==> src/rtl/pwm_multi_channel.sv <==
// Multi-channel PWM sharing one edge/center period counter, with shadowed duty/period/mode updates.
// Latency: pwm is registered one cycle after cntr. Shadow regs load on period_end, or every cycle while en=0.
// Backpressure: none, write strobes are always accepted. PWM_POLARITY_INV_EN adds the pol_inv input for per-channel inversion.
module pwm_multi_channel #(
    parameter int WIDTH    = 10,
    parameter int CHANNELS = 4
) (
    input  logic                      clk,
    input  logic                      rst_n,
    input  logic                      en,
    input  logic                      align_center,
    input  logic [WIDTH-1:0]          period,
    input  logic                      period_wr,
    input  logic [CHANNELS*WIDTH-1:0] duty,
    input  logic [CHANNELS-1:0]       duty_wr,
`ifdef PWM_POLARITY_INV_EN
    input  logic [CHANNELS-1:0]       pol_inv,
`endif
    output logic [CHANNELS-1:0]       pwm,
    output logic [WIDTH-1:0]          cntr,
    output logic                      period_end
);

    logic                           dir;   // 1 = counting down (center mode only)
    logic                           armed;
    logic [CHANNELS-1:0][WIDTH-1:0] duty_pend, duty_act, duty_eff, duty_nxt;
    logic [WIDTH-1:0]               period_pend, period_act, period_eff, period_nxt;
    logic                           mode_pend, mode_act, mode_eff, mode_nxt;
    logic [CHANNELS-1:0]            pol_act;
    logic                           at_end, load;
    logic [WIDTH-1:0]               cntr_nxt;
    logic                           dir_nxt;
    logic [CHANNELS-1:0]            pwm_nxt;

    // A write landing on the load cycle bypasses pending, so no period is lost.
    always_comb begin
        duty_eff = duty_pend;
        for (int i = 0; i < CHANNELS; i++) begin
            if (duty_wr[i]) begin
                duty_eff[i] = duty[i*WIDTH +: WIDTH];
            end
        end
        period_eff = period_wr ? period : period_pend;
        mode_eff   = period_wr ? align_center : mode_pend;
        load       = ~en | period_end;
        duty_nxt   = load ? duty_eff   : duty_act;
        period_nxt = load ? period_eff : period_act;
        mode_nxt   = load ? mode_eff   : mode_act;
    end

`ifdef PWM_POLARITY_INV_EN
    logic [CHANNELS-1:0] pol_pend, pol_eff;

    always_comb begin
        pol_eff = pol_pend;
        for (int i = 0; i < CHANNELS; i++) begin
            if (duty_wr[i]) begin
                pol_eff[i] = pol_inv[i];
            end
        end
    end

    always_ff @(posedge clk or negedge rst_n) begin
        if (!rst_n) begin
            pol_pend <= '0;
            pol_act  <= '0;
        end else begin
            pol_pend <= pol_eff;
            if (load) begin
                pol_act <= pol_eff;
            end
        end
    end
`else
    assign pol_act = '0;
`endif

    // Edge ends at the top of the sawtooth; center ends at the valley on the way down.
    assign at_end = (period_act == '0)
                  | (~mode_act & (cntr == period_act))
                  | (mode_act & dir & (cntr == '0));

    // armed masks the cycle right after reset release, keeping period_end low during reset.
    assign period_end = en & armed & at_end;

    always_comb begin
        cntr_nxt = cntr;
        dir_nxt  = dir;
        if (!en) begin
            cntr_nxt = '0;
            dir_nxt  = 1'b0;
        end else if (at_end) begin
            dir_nxt = 1'b0;
            // Steady center mode skips the repeated valley; a mode change restarts from 0.
            if ((mode_nxt == mode_act) && mode_nxt && (period_nxt != '0)) begin
                cntr_nxt = WIDTH'(1);
            end else begin
                cntr_nxt = '0;
            end
        end else if (!mode_act) begin
            cntr_nxt = cntr + WIDTH'(1);
        end else if (!dir) begin
            if (cntr == period_act) begin
                cntr_nxt = cntr - WIDTH'(1);
                dir_nxt  = 1'b1;
            end else begin
                cntr_nxt = cntr + WIDTH'(1);
            end
        end else begin
            cntr_nxt = cntr - WIDTH'(1);
        end
    end

    always_comb begin
        pwm_nxt = '0;
        for (int i = 0; i < CHANNELS; i++) begin
            pwm_nxt[i] = en & ((cntr < duty_act[i]) ^ pol_act[i]);
        end
    end

    always_ff @(posedge clk or negedge rst_n) begin
        if (!rst_n) begin
            cntr        <= '0;
            dir         <= 1'b0;
            armed       <= 1'b0;
            pwm         <= '0;
            duty_pend   <= '0;
            duty_act    <= '0;
            period_pend <= '0;
            period_act  <= '0;
            mode_pend   <= 1'b0;
            mode_act    <= 1'b0;
        end else begin
            cntr        <= cntr_nxt;
            dir         <= dir_nxt;
            armed       <= 1'b1;
            pwm         <= pwm_nxt;
            duty_pend   <= duty_eff;
            duty_act    <= duty_nxt;
            period_pend <= period_eff;
            period_act  <= period_nxt;
            mode_pend   <= mode_eff;
            mode_act    <= mode_nxt;
        end
    end

endmodule

==> config.mk <==
export PLATFORM = sky130hd
export DESIGN_NAME = pwm_multi_channel
export DESIGN_NICKNAME = d
export VERILOG_FILES = /design/src/rtl/pwm_multi_channel.sv
export SDC_FILE = /design/constraint.sdc
export NUM_CORES = 1
export LEC_CHECK = 0
export BUFFER_PORTS_ARGS = -buffer_cell sky130_fd_sc_hd__buf_2
export CAP_MARGIN = 40
export CELL_PAD_IN_SITES_DETAIL_PLACEMENT = 1
export CELL_PAD_IN_SITES_GLOBAL_PLACEMENT = 1
export CORE_UTILIZATION = 45
export CTS_CLUSTER_SIZE = 16
export DETAILED_ROUTE_END_ITERATION = 10
export GPL_TIMING_DRIVEN = 0
export PLACE_DENSITY = 0.73
export SLEW_MARGIN = 20
export SYNTH_ARGS = -nofsm -noshare
export SYNTH_HDL_FRONTEND = slang
export SYNTH_SLANG_ARGS = --single-unit
export TNS_END_PERCENT = 10
==> constraint.sdc <==
create_clock -name clk -period 2.83 [get_ports clk]
set_input_delay 0.283 -clock clk [delete_from_list [all_inputs] [get_ports clk]]
set_output_delay 0.283 -clock clk [all_outputs]
set_load 0.01 [all_outputs]
Word level (Yosys, flattened, before mapping)
Cells that the tools add are included.
{ "totals": {"regBits": 118, "input_bits": 59, "output_inout_bits": 15, "wordCells": 63} }
{ "classes": {"n_addsub": 2, "n_lt_le_gt_ge": 4, "eq_ne": 3, "mux": 19, "bitwise_logic": 14, "reduce_logical": 5} }
{ "op_table": {"columns": ["op", "count"], "rows": [
  ["$mux W10", 11],
  ["$lt A10 B10 Y1", 4],
  ["$logic_not A10 Y1", 2],
  ["$add A10 B1 Y10 const B", 1],
  ["$eq A10 B10 Y1", 1],
  ["$reduce_bool A10 Y1", 1],
  ["$sub A10 B1 Y10 const B", 1],
  ["$and A1 B1 Y1", 9],
  ["$mux W1", 8],
  ["$ne A3 B1 Y1 const B", 1],
  ["$or A1 B1 Y1", 3],
  ["$logic_and A1 B1 Y1", 2],
  ["$not A1 Y1", 2],
  ["$eq A1 B1 Y1", 1]
]} }

Depth between registers and ports, before layout
Gate-level depths: netlist of the first run.
{ "depth": {"depth_word": 13, "ltp_mapped": 9, "ltp_nobuf": 7} }

Worst setup path after synthesis of the first run
OpenSTA, ideal clock, no wires.
{ "synth_path": {"path_type": "register to register", "start": "reg cntr[3]", "end": "reg duty_act[0] (netlist name)", "setup_ps": 125, "arrival_time_ps": 1987, "t_required_ps": 2705, "path_slack_ps": 718, "path_stages_with_launch": 9, "path_buffers": 2, "period_less_slack_ps": 2112, "path_cell_list": "dfrtp_1 > buf_6 > xnor2_2 > nand4_4 > nor4_4 > o21ai_4 > nand2_8 > buf_12 > mux2_4"} }
{ "synth_via": {"elab_chain_cells": 6, "elab_cells_between_ends": 8, "cone_classes": "eq/ne: 1; bitwise: 6; reduce/logical: 1"} }
{ "synth_rtl": {"columns": ["element", "line", "text"], "rows": [
  ["start, declared", "20", "output logic [WIDTH-1:0] cntr,"],
  ["start signal, assigned", "134", "cntr <= cntr_nxt;"],
  ["$eq A10 B10 Y1", "80", "| (~mode_act & (cntr == period_act))"],
  ["$and A1 B1 Y1", "80", null],
  ["$or A1 B1 Y1", "80", null],
  ["$or A1 B1 Y1 (*)", "81", "| (mode_act & dir & (cntr == '0));"],
  ["$and A1 B1 Y1 (*)", "84", "assign period_end = en & armed & at_end;"],
  ["$or A1 B1 Y1 (*)", "45", "load = ~en | period_end;"],
  ["end signal, assigned", "139", "duty_act <= duty_nxt;"],
  ["end, declared", "26", "logic [CHANNELS-1:0][WIDTH-1:0] duty_pend, duty_act, duty_eff, duty_nxt;"]
]} }
Every way passes the cells marked *; elsewhere a longest branch is shown, timed or not.
A chain may end at the register's enable or synchronous reset.

Worst setup path in the final report of the first run
{ "layout_path": {"start": "reg cntr[6]", "end": "out period_end"} }
{ "layout_via": {"elab_chain_cells": 5, "elab_cells_between_ends": 7, "cone_classes": "eq/ne: 1; bitwise: 5; reduce/logical: 1"} }
{ "layout_rtl": {"columns": ["element", "line", "text"], "rows": [
  ["$eq A10 B10 Y1", "80", null],
  ["$and A1 B1 Y1", "80", null],
  ["$or A1 B1 Y1", "80", null],
  ["$or A1 B1 Y1 (*)", "81", null],
  ["$and A1 B1 Y1 (*)", "84", null],
  ["end, declared", "21", "output logic period_end"]
]} }
Marks and branches as above.

==> results of run 1 <==
worst max-delay path, cell delays in order, from the launching register on:
cell and delay (ns):
dfrtp_1 0.61, buf_6 0.20, xnor2_1 0.11, nand2_1 0.18
nor4_4 0.46, o21ai_4 0.14, nor2_1 0.14, buf_2 0.15
final cells by class:
| class | count | area (um2) | area share |
|---|---|---|---|
| buffer | 19 | 194 | 0.0265 |
| sequential | 118 | 2950 | 0.403 |
| inverter | 41 | 154 | 0.0210 |
| clock inverter | 9 | 77.6 | 0.0106 |
| tap | 176 | 220 | 0.0300 |
| timing repair buffer | 71 | 389 | 0.0531 |
| multi-input combinational | 294 | 2880 | 0.392 |
| clock buffer | 23 | 468 | 0.0638 |
what timing repair did:
action | 4_1_cts | 5_1_grt
hold endpoints to repair | 50 | 0
hold buffers | 1 | 0
gates resized for setup | 0 | 0
through the flow:
stage,power (W),setup WS (ns),instance area [um2]
2_1_floorplan,0.00253,0.718,6180
3_3_place_gp,0.00272,0.0629,6740
3_5_place_dp,0.00278,0.379,6780
4_1_cts,0.00481,0.0650,7330
5_1_grt,0.00496,0.0280,7330
6_report,0.00475,0.128,7330
state kept, by name, indices dropped and copies added, names as in the netlist:
name         count
duty_act        40
duty_pend       40
cntr            10
period_act      10
period_pend     10
pwm              4
armed            1
dir              1
mode_act         1
mode_pend        1
worst max-delay path by stage:
stage | startpoint | to | slack (ns) | cells past startpoint
global route | cntr[6]$_DFF_PN0_ | period_end | 0.03 | 7
detailed placement | cntr[4]$_DFF_PN0_ | duty_act[37]$_DFFE_PN0N_ | 0.38 | 8
CTS | cntr[4]$_DFF_PN0_ | period_end | 0.06 | 7
floorplan | cntr[3]$_DFF_PN0_ | duty_act[0]$_DFFE_PN0N_ | 0.72 | 8
finish | cntr[6]$_DFF_PN0_ | period_end | 0.13 | 7
global placement | rst_n | duty_pend[22]$_DFF_PN0_ | 0.06 | 1
report_power, final:
part | internal (W) | switching, W
sequential | 0.00188 | 0.000120
clock | 0.00124 | 0.000760
combinational | 0.000409 | 0.000337
total | 0.00353 | 0.00122
logic make-up after synthesis:
| kind of cell | after synthesis | share of synthesized area |
|---|---|---|
| AND/OR/NAND/NOR | 83 | 0.0812 |
| flip-flops | 118 | 0.478 |
| XOR/XNOR | 12 | 0.0182 |
| buffers and inverters | 60 | 0.0563 |
| other | 1 | 0.000607 |
| multiplexers | 106 | 0.223 |
| AO/OA/AOI/OAI | 53 | 0.0632 |
| adder cells (fa/ha/maj) | 39 | 0.0790 |
routing by layer:
layer	vias to the layer above	GRT usage	routed length (um)
met1	1989	0.259	5930
met4	0	0.0965	317
met2	78	0.376	7150
li1	1847	-	-
met3	24	0.0474	503
met5	-	0	0
synth_stat cells, types with 2 or more instances:
cell type | count | area (um2)
o21a_1 | 5 | 37.5
nand3_1 | 8 | 40.0
xnor2_1 | 10 | 87.6
and3_1 | 3 | 18.8
a21oi_1 | 7 | 35.0
a211o_1 | 4 | 35.0
mux2i_1 | 2 | 20.0
nand2_1 | 12 | 45.0
buf_2 | 3 | 15.0
o21bai_1 | 4 | 30.0
nor2_1 | 13 | 48.8
a21o_1 | 9 | 67.6
clkbuf_1 | 4 | 15.0
inv_1 | 41 | 154
nand4_1 | 3 | 18.8
buf_12 | 5 | 100
nand2b_1 | 4 | 25.0
ha_1 | 39 | 488
a211oi_1 | 4 | 30.0
mux2_2 | 54 | 608
o211ai_1 | 5 | 37.5
dfrtp_1 | 118 | 2950
nor3_1 | 19 | 95.1
o21ai_0 | 8 | 40.0
buf_6 | 5 | 56.3
buf_1 | 2 | 7.51
nor4_1 | 8 | 50.1
mux2_4 | 50 | 751
==> flow_summary.yaml, run 1 <==
cts:
  root_buffer_cell: "clkbuf_16"
  cts_tree: "built"
  cts-buffers-inserted: 17
  post_cts_repair_timing_setup_buffer_count: 0
  worstSkewPairLatency_ns: 0.42
  clkSlewWorstSetupHoldPaths_ns: 0.05
  cts_max_path_buffers: 2
  clock-sinks: 118
  htree_levels: 4
timing:
  max-slew-margin-rel: 0.574
  grt_setup_unrepaired: "false"
  timing.setup.tns_ns: 0
  slew_violations: 0
  finalSetupViolations: 0
  final_min_period_over_clock_period: 0.955
  finalCriticalPeriod_ns: 2.70
  timing.hold.ws_ns: 0.115
  clock.fmax_mhz: 370
  hold_viol_final: 0
  worstMarginPinSlew_ns: 0.639
  clock_skews_ns: 0.00843
power_and_ir_drop:
  power_per_cell_area_mw_per_mm2: 648
  vdd.ir_drop.worst_v: 0.000473
  cell_leakage_power_nw: 3.60
layout:
  final_nets: 660
  final_cell_mix: "dfrtp_1 (118), buf_2 (71), mux2_2 (54)"
  antennaDiodeCount: 0
  layout.cells.most_common: "dfrtp_1"
  layout.core_utilization: 0.551
  post_layout_nonfiller_instances: 751
  layout.filler_cells: 1375
  final_layout_size_suffix_gt1_frac: 0.395
  areaGrowthSynthToFinish_pct: 18.7
route:
  post_detailed_route_drc_marker_count: 0
  routed_via_density: 5.24
  final_routed_wire_length_divided_by_cell_count_um: 18.5
  route.final.wire_length_mm: 13.9
  detailroute.via_count: 3938
  initialDrtViolationCount: 101
  route.antenna.remaining_nets: 0
  drt_pass1_iterations: 4
synthesis:
  ys_ff_latch: 118
  post_synth_instance_area_mm2: 0.00618
  yosys_most_used_dff: "dfrtp_1"
  synth_async_sr_flop_share: 1.00
  mean_instance_size_in_the_synthesized_netlist_um2: 13.1
  synthesis.instances: 472
  yosysWarningCount: 0
  ys_types: 51
  synth_enable_flop_cells: 0
  ys_seq_area_frac: 0.478
  synth_fp_nets: 570
grt:
  first_pass_grt_wire_length_mm: 23.2
  antenna_found_initial: 0
  vias_in_the_first_global_route: 4448
  grt_max_degree: 69
  global_route_total_overflow: 0
  global_route.usage.total: 0.218
floorplan:
  top_ports: 74
  placementRows: 42
  design.die.area_mm2: 0.0142
  die_width_um: 119
  dieHeight_um: 119
  start_util: 0.465
  core_area_mm2: 0.0133
place:
  dpl.hpwl_mm: 9.65
  gp_congestion: 0.823
  dp_cells: 718
  port_buffers: 69
setup_path:
  cp_max_fo: 7
  timing.reg2reg.setup_slack_ns: 0.37
  r2r.worst_path.cells: 8
  rr_startpoint: "cntr[6]$_DFF_PN0_"
  category_of_the_critical_setup_timing_path: "reg2out"
  worst_setup_path_start_kind: "flip-flop"
  critical_path_arrival_ns: 2.42
  crit-reg2reg-capture: "duty_act[4]$_DFFE_PN0N_"
  worstSetupEndpointType: "output port"
  required_time_at_the_endpoint_of_the_critical_path_ns: 2.55
hold_path:
  hold_path.startpoint: "duty[23]"
  min_path_type: "in2reg"
  holdPathEnd: "duty_pend[23]$_DFF_PN0_"
  worstHoldPathCells: 2
flow_run:
  timing.max_cap.violations: 0
status:
  status: "finished, final reports clean"
No activity file was read; power rests on OpenSTA's default activity.
==> inputs of run 2 (changes only) <==
- RECOVER_POWER: not set -> 100
==> run 2 against run 1 <==
Net effect:
- global-route usage is the same
- critical path depth is the same
- core utilization shrank 2.3 points
- cell count is the same
==> flow_summary.yaml, run 2 (synthesis gave the netlist of run 1 again) <==
power_and_ir_drop:
  power_per_cell_area_mw_per_mm2: 656
  vdd.ir_drop.worst_v: 0.000470
  cell_leakage_power_nw: 3.32
timing:
  worstMarginPinSlew_ns: 1.25
  finalSetupViolations: 0
  clock.fmax_mhz: 372
  timing.setup.tns_ns: 0
  grt_setup_unrepaired: "false"
  finalCriticalPeriod_ns: 2.69
  hold_viol_final: 0
  max-slew-margin-rel: 0.169
  timing.hold.ws_ns: 0.108
  clock_skews_ns: 0.00841
  final_min_period_over_clock_period: 0.950
  slew_violations: 0
setup_path:
  category_of_the_critical_setup_timing_path: "reg2out"
  cpLargestDelayFamily: "simple AND/OR/NAND/NOR gates"
  required_time_at_the_endpoint_of_the_critical_path_ns: 2.55
  worstSetupStartpoint: "cntr[3]$_DFF_PN0_"
  timing.critical_path.slowest_cell_delay_ns: 0.53
  cp_max_fo: 9
  crit_chain: "buf_6 -> xnor2_2 -> nand4_4 -> nor4_4 -> o21ai_4 -> nor2_1 -> clkbuf_1"
  cp_slowest_cell: "dfrtp_1"
  critical_path_arrival_ns: 2.41
  worstSetupEndpointType: "output port"
  worst_setup_path_start_kind: "flip-flop"
  rr_startpoint: "cntr[3]$_DFF_PN0_"
  cp.buffers_inverters: 2
layout:
  antennaDiodeCount: 0
  final_layout_size_suffix_gt1_frac: 0.209
  reg.largest.list: "duty_act: 40 flops, duty_pend: 40 flops"
  layout.cells.most_common: "dfrtp_1"
  final_cell_mix: "dfrtp_1 (118), mux2_1 (90), buf_2 (55)"
  areaGrowthSynthToFinish_pct: 13.8
  final_nets: 660
cts:
  cts_max_path_buffers: 2
  worstSkewPairLatency_ns: 0.42
  post_cts_repair_timing_setup_buffer_count: 0
  cts_tree: "built"
  cts-resized-gates: 0
  cts-buffers-inserted: 17
  clkSlewWorstSetupHoldPaths_ns: 0.06
  clock-sinks: 118
  htree_levels: 4
  root_buffer_cell: "clkbuf_16"
floorplan:
  top_ports: 74
  start_util: 0.465
  dieHeight_um: 119
  design.die.area_mm2: 0.0142
  placementRows: 42
  core_area_mm2: 0.0133
  die_width_um: 119
route:
  route.final.wire_length_mm: 13.8
  drt_pass1_iterations: 4
  routed_via_density: 5.24
  initialDrtViolationCount: 76
  post_detailed_route_drc_marker_count: 0
  route.antenna.remaining_nets: 0
  final_routed_wire_length_divided_by_cell_count_um: 18.4
  detailroute.via_count: 3936
hold_path:
  min_path_type: "in2reg"
  hold_path.startpoint: "duty[6]"
status:
  status: "finished, final reports clean"
grt:
  global_route_total_overflow: 0
  global_route.usage.total: 0.218
  vias_in_the_first_global_route: 4448
  antenna_found_initial: 0
  first_pass_grt_wire_length_mm: 23.2
  grt_max_degree: 69
place:
  port_buffers: 69
  gp_congestion: 0.823
  dpl.hpwl_mm: 9.65
flow_run:
  timing.max_cap.violations: 0
run 2: cell types whose count changed in the layout (fill, tap and decap cells not counted), sizes merged:
| cell | change |
|---|---|
| buf | -24 |
| clkbuf | +24 |
run 2: power by group:
group / internal (W) / switching [W]
Sequential: 0.00188 / 0.000113
Combinational: 0.000292 / 0.000324
Clock: 0.00124 / 0.000759
Total: 0.00342 / 0.00120
run 2: area by class of cell:
type                            count  area (um2)
Fill cell                        1411        6270
Sequential cell                   118        2950
Multi-Input combinational cell    294        2690
Clock buffer                       23         468
Timing Repair Buffer               71         344
Tap cell                          176         220
Inverter                           41         154
Buffer                             19         118
Clock inverter                      9        77.6
run 2: worst reg2reg max path, delay by kind of cell, from the launching register on:
kind / cells / cell delay [ns]
AND/OR/NAND/NOR: 3 / 0.69
flip-flops: 1 / 0.53
buffers and inverters: 2 / 0.53
multiplexers: 1 / 0.37
XOR/XNOR: 1 / 0.20
AO/OA/AOI/OAI: 1 / 0.15
run 2: path summary, 6_finish.rpt:
path                       cells past startpoint                 endpoint  slack, ns
max in group asynchronous                      3   duty_pend[2]$_DFF_PN0_       0.53
setup / recovery                               7               period_end       0.14
min in group asynchronous                      2  duty_pend[38]$_DFF_PN0_       0.65
hold / removal                                 2   duty_pend[6]$_DFF_PN0_       0.11
hold reg to reg                                1  duty_pend[37]$_DFF_PN0_       0.48
setup reg to reg                               8  duty_act[7]$_DFFE_PN0N_       0.25
run 2: stage by stage:
stage	instance area, um2	setup WS, ns	power [W]	util	cells
2_1_floorplan	6180	0.718	0.00253	-	472
3_3_place_gp	6740	0.0629	0.00272	0.507	717
4_1_cts	7330	0.0650	0.00481	0.551	751
3_5_place_dp	6780	0.379	0.00278	0.510	718
5_1_grt	7030	0.0185	0.00482	0.529	751
6_report	7030	0.142	0.00461	0.529	751
run 2: repair_timing:
| action | in CTS | in global routing |
|---|---|---|
| setup endpoints to repair | 0 | 0 |
| hold buffers | 1 | 0 |
| hold endpoints to repair | 50 | 0 |
run 2: per-layer routing:
layer | up-vias | global-route usage | share of wire
met5 | - | 0 | 0
met4 | 0 | 0.0965 | 0.023
met3 | 27 | 0.0474 | 0.035
met2 | 80 | 0.376 | 0.51
met1 | 1983 | 0.259 | 0.43
li1 | 1846 | - | -
